===== src/rtl/anomaly_detector.sv =====
// Flags raster pixels whose horizontal gradient exceeds a per-frame threshold; counts them per frame.
// Latency: one cycle, accepted pixel is presented on out_* the following cycle.
// Backpressure: single output register; in_ready = !out_valid || out_ready, outputs held while stalled.
module anomaly_detector #(
    parameter int IMG_W = 640,
    parameter int IMG_H = 480
) (
    input  logic        clk,
    input  logic        rst_n,
    input  logic [7:0]  threshold,
    input  logic        in_valid,
    output logic        in_ready,
    input  logic [7:0]  in_pixel,
    input  logic        in_sof,
    output logic        out_valid,
    input  logic        out_ready,
    output logic [7:0]  out_pixel,
    output logic        out_flag,
    output logic        out_eol,
    output logic        out_eof,
    output logic        frame_done,
    output logic [19:0] anomaly_count,
    output logic        sof_err
);

    localparam logic [0:0]  IDLE   = 1'b0;
    localparam logic [0:0]  ACTIVE = 1'b1;
    localparam logic [11:0] X_LAST = 12'(IMG_W - 1);
    localparam logic [11:0] Y_LAST = 12'(IMG_H - 1);

    logic [0:0]  state;
    logic [11:0] x_q, y_q;
    logic [7:0]  thr_q, prev_q;
    logic [19:0] run_cnt;

    logic        acc, process, flag, eol, eof, eof_xfer;
    logic [11:0] cur_x, cur_y;
    logic [7:0]  thr_eff;
    logic [8:0]  grad;
    logic [19:0] cnt_base, cnt_nxt;

    assign in_ready = !out_valid || out_ready;

    always_comb begin
        acc      = in_valid && in_ready;
        // An SOF beat always restarts the frame, whatever state we are in.
        process  = acc && (in_sof || state == ACTIVE);
        cur_x    = in_sof ? 12'd0 : x_q;
        cur_y    = in_sof ? 12'd0 : y_q;
        thr_eff  = in_sof ? threshold : thr_q;
        grad     = 9'd0;
        if (cur_x != 12'd0) begin
            if (in_pixel >= prev_q)
                grad = {1'b0, in_pixel} - {1'b0, prev_q};
            else
                grad = {1'b0, prev_q} - {1'b0, in_pixel};
        end
        flag     = grad > {1'b0, thr_eff};
        eol      = cur_x == X_LAST;
        eof      = eol && (cur_y == Y_LAST);
        cnt_base = in_sof ? 20'd0 : run_cnt;
        cnt_nxt  = (flag && cnt_base != 20'hFFFFF) ? cnt_base + 20'd1 : cnt_base;
        eof_xfer = out_valid && out_ready && out_eof;
    end

    always_ff @(posedge clk or negedge rst_n) begin
        if (!rst_n) begin
            state   <= IDLE;
            x_q     <= 12'd0;
            y_q     <= 12'd0;
            thr_q   <= 8'd0;
            prev_q  <= 8'd0;
            run_cnt <= 20'd0;
        end else if (process) begin
            thr_q   <= thr_eff;
            prev_q  <= in_pixel;
            run_cnt <= cnt_nxt;
            if (eol) begin
                x_q <= 12'd0;
                y_q <= eof ? 12'd0 : cur_y + 12'd1;
            end else begin
                x_q <= cur_x + 12'd1;
                y_q <= cur_y;
            end
            state <= eof ? IDLE : ACTIVE;
        end
    end

    always_ff @(posedge clk or negedge rst_n) begin
        if (!rst_n) begin
            out_valid <= 1'b0;
            out_pixel <= 8'd0;
            out_flag  <= 1'b0;
            out_eol   <= 1'b0;
            out_eof   <= 1'b0;
        end else if (process) begin
            out_valid <= 1'b1;
            out_pixel <= in_pixel;
            out_flag  <= flag;
            out_eol   <= eol;
            out_eof   <= eof;
        end else if (out_ready) begin
            out_valid <= 1'b0;
        end
    end

    // run_cnt still holds the eof beat's total here even if a new SOF clears it this same cycle.
    always_ff @(posedge clk or negedge rst_n) begin
        if (!rst_n) begin
            frame_done    <= 1'b0;
            anomaly_count <= 20'd0;
            sof_err       <= 1'b0;
        end else begin
            frame_done <= eof_xfer;
            if (eof_xfer)
                anomaly_count <= run_cnt;
            if (acc && in_sof && state == ACTIVE)
                sof_err <= 1'b1;
        end
    end

endmodule


===== config.mk =====
export PLATFORM = sky130hd
export DESIGN_NAME = anomaly_detector
export DESIGN_NICKNAME = d
export VERILOG_FILES = /design/src/rtl/anomaly_detector.sv
export SDC_FILE = /design/constraint.sdc
export NUM_CORES = 1
export LEC_CHECK = 0
export CORE_AREA = 2 2 163 101
export CTS_CLUSTER_DIAMETER = 80
export DETAILED_ROUTE_END_ITERATION = 8
export DIE_AREA = 0 0 165 103
export PLACE_DENSITY = 0.57
export SYNTH_ARGS = -nofsm -noshare
export SYNTH_HDL_FRONTEND = slang
export SYNTH_SLANG_ARGS = --single-unit

===== constraint.sdc =====
create_clock -name clk -period 12.3 [get_ports clk]
set_input_delay 2.46 -clock clk [delete_from_list [all_inputs] [get_ports clk]]
set_output_delay 2.46 -clock clk [all_outputs]
set_load 0.01 [all_outputs]

==> results of run 1 <==
## power breakdown
part	switching, µW	internal (µW)	total (µW)
Combinational	159	113	272
Sequential	20.8	311	332
Clock	120	180	300
Total	300	604	904
## routing by layer
metal / routed length, µm / up-vias
li1: - / 2192
met1: 6670 / 2166
met2: 5720 / 115
met3: 623 / 10
met4: 79 / 0
met5: 0 / -
## cell families after synthesis
logic type | share of synthesized area
muxes | 0.0644
and+or+nand+nor | 0.222
AOI/OAI and AO/OA | 0.162
buffers and inverters | 0.0472
xor gates and xnor gates | 0.0230
DFF | 0.409
adders and majority gates | 0.0733
## final cells by class
type,instances,area share
clock inverter,6,0.0146
sequential,87,0.343
clock buffer,10,0.0361
timing repair buffer,59,0.0902
tap,209,0.0412
multi-input combinational,445,0.456
inverter,32,0.0189
## cell usage after synthesis, drive strengths merged, types with 11 or more instances
cell type | n | share of area
nand3 | 27 | 0.025
o21ai | 61 | 0.057
nor3 | 12 | 0.012
a31oi | 13 | 0.015
nor2 | 36 | 0.027
dfrtp | 87 | 0.41
mux2i | 14 | 0.026
nor2b | 11 | 0.013
nand2 | 86 | 0.061
clkbuf | 19 | 0.013
ha | 28 | 0.066
mux2 | 18 | 0.038
a21oi | 14 | 0.013
nand4 | 13 | 0.016
inv | 32 | 0.023
a21o | 11 | 0.016
## critical path: stages
cell	delay [ns]
clkdlybuf4s50_1	0.55
inv_1	0.11
ha_1	0.34
nor2b_1	0.15
o31a_1	0.27
o21ai_1	0.33
and2_1	0.44
nor2_1	0.09
a22oi_1	0.21
mux2_2	0.36
ha_1	0.29
nand3_1	0.09
mux2_2	0.33
a21o_1	0.18
nand3_1	0.46
a311oi_1	0.21
a211o_1	0.31
## state kept, by name, summed over array words and instances (netlist names)
register / flops
out_eof: 1
thr_q: 8
sof_err: 1
anomaly_count: 20
out_valid: 1
out_flag: 1
x_q: 12
out_pixel: 8
state: 1
out_eol: 1
frame_done: 1
y_q: 12
run_cnt: 20
## through the flow
step	hold slack, ns	util	power (µW)	instances
6_report	0.470	0.404	904	848
3_5_place_dp	0.461	0.383	606	832
2_1_floorplan	0.437	-	533	593
4_1_cts	0.474	0.404	911	848
5_1_grt	0.487	0.404	961	848
3_3_place_gp	0.452	0.383	601	832
## how the worst max path moves through the flow
stage	startpoint	endpoint	slack, ns	cells after the start
floorplan	in_pixel[1]	run_cnt[12]	6.24	18
global placement	in_pixel[1]	run_cnt[4]	5.30	17
detailed placement	in_pixel[1]	run_cnt[4]	5.04	17
CTS	in_pixel[1]	run_cnt[4]	5.37	18
global route	in_pixel[1]	run_cnt[4]	4.97	18
finish	in_pixel[1]	run_cnt[4]	5.32	17
==> flow_summary.ini, run 1 <==
[status]
status = complete, no violations

[hold_path]
hp-class = flip-flop to flip-flop
hold_path_depth = 2
holdCritStartpoint = x_q[0]
hold_end = x_q[0]

[timing]
timing.setup.tns_ns = 0
worstMarginPinSlew_ns = 1.08
period_needed_ns = 6.98
slew_headroom = 0.281
drv_slew = 0
clock_skew_ns = 0.00816
rsz0062_at_grt = false
period_share = 0.567
hold_violations = 0
worst_slack_ns = 5.32
max_freq_mhz = 143
final-setup-viol-count = 0

[worst_setup_path]
r2r_setup_slack_ns = 7.66
cp_data_required_time_ns = 12.54
critPathMaxFanout = 15
reg2regPathDepth = 15
path_class = input pin to flip-flop
arrival_ns = 7.21
r2r_start = out_pixel[1]
cp-start-kind = input pin
r2r-end = run_cnt[4]
end_kind = flip-flop

[detailed_routing]
drt-total-wl_mm = 13.1
viasPerCell = 5.29
wire_per_inst_um = 15.4
drc_errors = 0
ant_nets = 0
via_count = 4483
drtIter0Drc = 343
dr.pass1.iters = 4

[cts]
path_clk_slew_ns = 0.07
hold_buffers = 0
cts_root_buf = clkbuf_16
cts_buffers = 9
cts.path.max_buffers = 2
cts_resized = 0
insertion_delay_ns = 0.35
cts-htree-levels = 3
cts_tree = yes
post-cts-setup-buffers = 0
cts_num_sinks = 87

[die]
fp-row-count = 36
coreArea_um2 = 15700
initial_core_util = 0.339
dieArea_um2 = 17000
die_w_um = 165
ios = 56
fp.dieH_um = 103

[place]
dpl_cell_area_um2 = 6030
place.gp.congestion = 0.846
placement.setup.worst_slack_ns = 5.04
io_buffers = 55
hpwl_mm = 9.22

[grt]
grtUsageMet2 = 0.249
gr-usage-met1 = 0.231
grt-busiest-layer = met2
grt_max_degree = 78
grt_usage = 0.161
grt_pass1_vias = 4221
overflow = 0
use_met3 = 0.0338
antenna_found_initial = 0
grt_pass1_wl_mm = 21.4

[final_layout]
layout_common_cells = 87 x dfrtp_1, 86 x nand2_1, 59 x o21ai_0
drive_gt1_frac = 0.0814
area_growth_pct = 19.2
fill_cells = 1550
multiInputGateArea_um2 = 2900
layout_commonest_cell = dfrtp_1
seqCellArea_um2 = 2180
layout.nets = 685
antenna-diode-count = 0
design_area_um2 = 6350

[synthesis]
synth_cell_types = 61
ys_ff_latch = 87
synthFlopType = dfrtp_1
netlist_area_um2 = 5330
avgSynthCellArea_um2 = 8.98
synthArstFlopShare = 1.00
syn_nets = 644
synth-edff-count = 0
synthCells = 593
ys_warn_count = 0
seq_area_frac_synth = 0.409

[job]
maxCapViolCount = 0

[power_and_ir_drop]
p_leak_uw = 0.00281
powerDensity_nw_per_um2 = 142
ir_drop_mv = 0.0649
(Power assumes the default switching activity.)
==> inputs of run 2 (changes only) <==
PLACE_DENSITY = 0.59   (was 0.57)
clock period = 6 ns   (was 12.3 ns; I/O delays follow)
==> run 2 against run 1 <==
  * Total power rose by 110%
  * Register-to-register slack got worse by 6.1 ns
  * Clock power rose by 110%
  * Combinational power rose by 100%
  * Count of clock-buffer cells in the layout did not move
  * Critical path depth rose by 1
  * Utilization rose by 0.15 points
  * First-iteration DRC count rose by 2.0%
  * Sequential power rose by 110%
  * Routed wire length fell by 1.8%
  * Non-clock buffer count rose by 1
==> flow_summary.ini, run 2 (same netlist as run 1, synthesis figures left out) <==
[status]
status = complete, no violations

[worst_setup_path]
r2r-end = run_cnt[3]
cpMostUsedCell = a21o_1
end_kind = flip-flop
max_stage_delay_ns = 0.49
r2r_setup_slack_ns = 1.52
reg2regPathDepth = 16
path_buf_inv = 2
cp-start-kind = input pin
r2r_start = out_pixel[6]
path_cells = clkdlybuf4s50_1 > inv_1 > ha_1 > a21o_1 > a21oi_1 > and3_4 > and2_1 > mux2i_1 > o21a_1 > nor3_1 > ha_1 > a21o_1 > a21oi_1 > nor3b_1 > a21o_1 > nand3_1 > a31o_1 > a31oi_1
critPathMaxFanout = 15
worst_path_max_delay_cell = clkdlybuf4s50_1
arrival_ns = 5.74
path_class = input pin to flip-flop
cp_data_required_time_ns = 6.26
critical_path.top_delay_family = compound AO/OA/AOI/OAI gates

[detailed_routing]
drc_errors = 0
drt-total-wl_mm = 12.9
viasPerCell = 5.29
dr.pass1.iters = 5
ant_nets = 0
drtIter0Drc = 350
wire_per_inst_um = 15.1
via_count = 4494

[grt]
antenna_found_initial = 0
grt_pass1_vias = 4344
grt_pass1_wl_mm = 21.9
grt_usage = 0.162
grt_max_degree = 75
overflow = 0

[timing]
drv_slew = 0
worstMarginPinSlew_ns = 1.03
final-setup-viol-count = 0
clock_skew_ns = 0.00600
rsz0062_at_grt = false
hold_violations = 0
timing.setup.tns_ns = 0
period_share = 0.913
max_freq_mhz = 182
slew_headroom = 0.312
period_needed_ns = 5.48

[job]
maxCapViolCount = 0

[hold_path]
hp-class = flip-flop to flip-flop
hold_path_depth = 2
holdCritStartpoint = x_q[0]
hold_end = x_q[0]

[final_layout]
layout.nets = 686
antenna-diode-count = 0
fill_cells = 1514
multiInputGateArea_um2 = 2900
seqCellArea_um2 = 2180
layout_common_cells = 87 x dfrtp_1, 86 x nand2_1, 59 x o21ai_0
drive_gt1_frac = 0.0828
top_regs = anomaly_count: 20 flops, run_cnt: 20 flops
layout_commonest_cell = dfrtp_1
area_growth_pct = 19.7
post-route-util = 0.405

[die]
dieArea_um2 = 17000
fp.dieH_um = 103
ios = 56
coreArea_um2 = 15700
die_w_um = 165
initial_core_util = 0.339
fp-row-count = 36

[cts]
cts_root_buf = clkbuf_16
insertion_delay_ns = 0.34
cts-htree-levels = 3
cts_resized = 0
cts.path.max_buffers = 2
cts_tree = yes
post-cts-setup-buffers = 0
hold_buffers = 0
path_clk_slew_ns = 0.07
cts_num_sinks = 87
cts_buffers = 9

[power_and_ir_drop]
powerDensity_nw_per_um2 = 292
total_power_uw = 1860
p_leak_uw = 0.00283
ir_drop_mv = 0.136

[place]
io_buffers = 55
place.gp.congestion = 0.851
hpwl_mm = 9.14
-- run 2: how the worst max path moves through the flow --
stage	start	endpoint	slack (ns)	depth (start not counted)
2_1_floorplan	in_pixel[1]	run_cnt[12]	1.20	18
3_3_place_gp	in_pixel[1]	run_cnt[4]	0.45	17
3_5_place_dp	in_pixel[6]	run_cnt[3]	0.18	18
4_1_cts	in_pixel[6]	run_cnt[3]	0.51	18
5_1_grt	in_pixel[6]	run_cnt[3]	0.14	18
6_report	in_pixel[6]	run_cnt[3]	0.52	18
-- run 2: worst min-delay path, cell delays in order, from the launching register on --
cell and delay, ns:
dfrtp_1 0.34, nand2_1 0.05, o31ai_1 0.05
-- run 2: final cells by class --
| type | instances | area share |
|---|---|---|
| multi-input combinational | 445 | 0.454 |
| inverter | 32 | 0.0188 |
| sequential | 87 | 0.342 |
| clock buffer | 10 | 0.0375 |
| clock inverter | 6 | 0.0147 |
| tap | 209 | 0.0410 |
| timing repair buffer | 60 | 0.0919 |
-- run 2: layer usage --
layer	global-route usage	routed length (µm)	vias up
li1	-	-	2186
met2	0.256	5680	111
met5	0	0	-
met1	0.230	6450	2186
met3	0.0302	586	11
met4	0.0428	142	0
-- run 2: power breakdown --
group	leakage, µW	internal (µW)	total (µW)	switching [µW]
Clock	0.000159	379	625	246
Combinational	0.00150	233	557	324
Sequential	0.00116	638	681	42.9
Total	0.00283	1250	1860	613
-- run 2: through the flow --
stage	setup WS [ns]	instance area [µm²]	hold WS, ns	instances
finish	0.520	6370	0.468	849
CTS	0.510	6370	0.473	849
detailed placement	0.179	6040	0.458	833
global route	0.135	6370	0.500	849
floorplan	1.20	5330	0.437	593
global placement	0.451	6040	0.455	833
==> inputs of run 3 (changes only) <==
CELL_PAD_IN_SITES_DETAIL_PLACEMENT = 0   (was default)
CELL_PAD_IN_SITES_GLOBAL_PLACEMENT = 1   (was default)
DONT_BUFFER_PORTS = 1   (was default)
PLACE_DENSITY = 0.66   (was 0.59)
==> run 3 against run 2 <==
  * Flip-flop and latch count stayed put
  * Clock skew is 0.0019 ns higher
  * Largest cell class unchanged
  * Worst setup slack better by 0.43 ns
  * Critical path type unchanged
  * Critical endpoint is now run_cnt[4]
  * Critical path depth is 1 lower
==> flow_summary.ini, run 3 (same netlist as run 1, synthesis figures left out) <==
[status]
status = complete, no violations

[die]
fp.dieH_um = 103
die_w_um = 165
dieArea_um2 = 17000
initial_core_util = 0.339
fp-row-count = 36
coreArea_um2 = 15700
ios = 56

[final_layout]
layout_common_cells = 87 x dfrtp_1, 86 x nand2_1, 59 x o21ai_0
top_regs = anomaly_count: 20 flops, run_cnt: 20 flops
area_growth_pct = 9.30
design_area_um2 = 5820
drive_gt1_frac = 0.0842
fill_cells = 1568
antenna-diode-count = 0
finalNonFillerCells = 791
layout.nets = 628
layout_commonest_cell = dfrtp_1

[grt]
grt_pass1_vias = 4086
grt_max_degree = 88
grt_pass1_wl_mm = 21.4
grt_usage = 0.162
overflow = 0
antenna_found_initial = 0

[worst_setup_path]
end_kind = flip-flop
cp.depth = 17
cp_data_required_time_ns = 6.29
cp-start-kind = input pin
critical_path.top_delay_family = compound AO/OA/AOI/OAI gates
path_class = input pin to flip-flop
critical_path.endpoint = run_cnt[4]
path_buf_inv = 1
reg2regPathDepth = 16
r2r-end = run_cnt[4]
crit_start = in_pixel[1]
r2r_start = out_pixel[1]
arrival_ns = 5.34
max_stage_delay_ns = 0.46
critPathMaxFanout = 15
worst_path_max_delay_cell = nand3_1
path_cells = inv_1 > ha_1 > nor2b_1 > o31a_1 > o21ai_1 > and2_1 > mux2i_1 > o21a_1 > nor3_1 > ha_1 > a21o_1 > a21oi_1 > nor3b_1 > a21o_1 > nand3_1 > a311oi_1 > a211o_1
r2r_setup_slack_ns = 1.38

[timing]
period_needed_ns = 5.05
timing.setup.tns_ns = 0
period_share = 0.842
drv_slew = 0
slew_headroom = 0.287
clock_skew_ns = 0.00793
final-setup-viol-count = 0
hold_violations = 0
max_freq_mhz = 198
rsz0062_at_grt = false
worstMarginPinSlew_ns = 1.07

[cts]
cts_resized = 0
cts.path.max_buffers = 2
insertion_delay_ns = 0.34
path_clk_slew_ns = 0.07
hold_buffers = 0
cts-htree-levels = 3
cts_tree = yes
cts_buffers = 9
cts_root_buf = clkbuf_16
cts_num_sinks = 87
post-cts-setup-buffers = 0

[place]
io_buffers = 0
place.gp.congestion = 0.880
placed_cells = 775
dpl_cell_area_um2 = 5470
hpwl_mm = 9.06

[power_and_ir_drop]
pwr-share-clk = 0.359
combinationalPowerShare = 0.266
powerDensity_nw_per_um2 = 317
power.internal_uw = 1250
p_leak_uw = 0.00262
ir_drop_mv = 0.155
power_switching_uw = 597
seq_power_share = 0.375
p_sw_frac = 0.324

[detailed_routing]
drc_errors = 0
viasPerCell = 5.36
drtIter0Drc = 264
via_count = 4240
ant_nets = 0
dr.pass1.iters = 5
wire_per_inst_um = 16.5
drt-total-wl_mm = 13.0

[job]
maxCapViolCount = 0

[hold_path]
hold_path_depth = 2
hp-class = flip-flop to flip-flop
## run 3: layer usage
| metal | wire, µm | track usage | vias to the layer above |
|---|---|---|---|
| li1 | - | - | 2070 |
| met1 | 6590 | 0.232 | 2044 |
| met2 | 5620 | 0.248 | 118 |
| met3 | 742 | 0.0410 | 8 |
| met4 | 87 | 0.0341 | 0 |
| met5 | 0 | 0 | - |
## run 3: layout make-up
cell class	instances	area, µm²	area share
Clock buffer	9	225	0.0387
Inverter	32	120	0.0206
Multi-Input combinational cell	445	2900	0.498
Timing Repair Buffer	2	15.0	0.00258
Sequential cell	87	2180	0.374
Clock inverter	7	125	0.0215
Tap cell	209	262	0.0449
## run 3: metrics by stage
| stage | setup slack (ns) | power [µW] | hold WS (ns) | utilization |
|---|---|---|---|---|
| 4_1_cts | 0.998 | 1860 | 0.473 | 0.370 |
| 3_5_place_dp | 0.654 | 1190 | 0.458 | 0.348 |
| 2_1_floorplan | 1.20 | 1090 | 0.437 | - |
| 5_1_grt | 0.541 | 1960 | 0.516 | 0.370 |
| 3_3_place_gp | 0.803 | 1180 | 0.452 | 0.348 |
| 6_report | 0.948 | 1840 | 0.467 | 0.370 |
## run 3: worst min-delay path by stage
stage | start | endpoint | slack, ns
CTS | x_q[0] | x_q[0] | 0.47
floorplan | y_q[8] | y_q[8] | 0.44
finish | x_q[0] | x_q[0] | 0.47
global placement | x_q[0] | x_q[0] | 0.45
detailed placement | x_q[0] | x_q[0] | 0.46
global route | rst_n | anomaly_count[12] | 0.52
## run 3: power by group through the flow
| stage | sequential [µW] | combinational, µW | clock (µW) |
|---|---|---|---|
| global route | 699 | 549 | 709 |
| floorplan | 689 | 404 | 0 |
| global placement | 701 | 475 | 0 |
| detailed placement | 703 | 483 | 0 |
| finish | 691 | 490 | 661 |
| CTS | 692 | 487 | 683 |
## run 3: worst register-to-register path, delay by kind of cell, from the launching register on
kind                     cells  cell delay, ns
AO/OA/AOI/OAI                8            1.88
adder cells (fa/ha/maj)      2            0.62
flip-flops                   1            0.47
multiplexers                 1            0.16
AND/OR/NAND/NOR              5            1.46
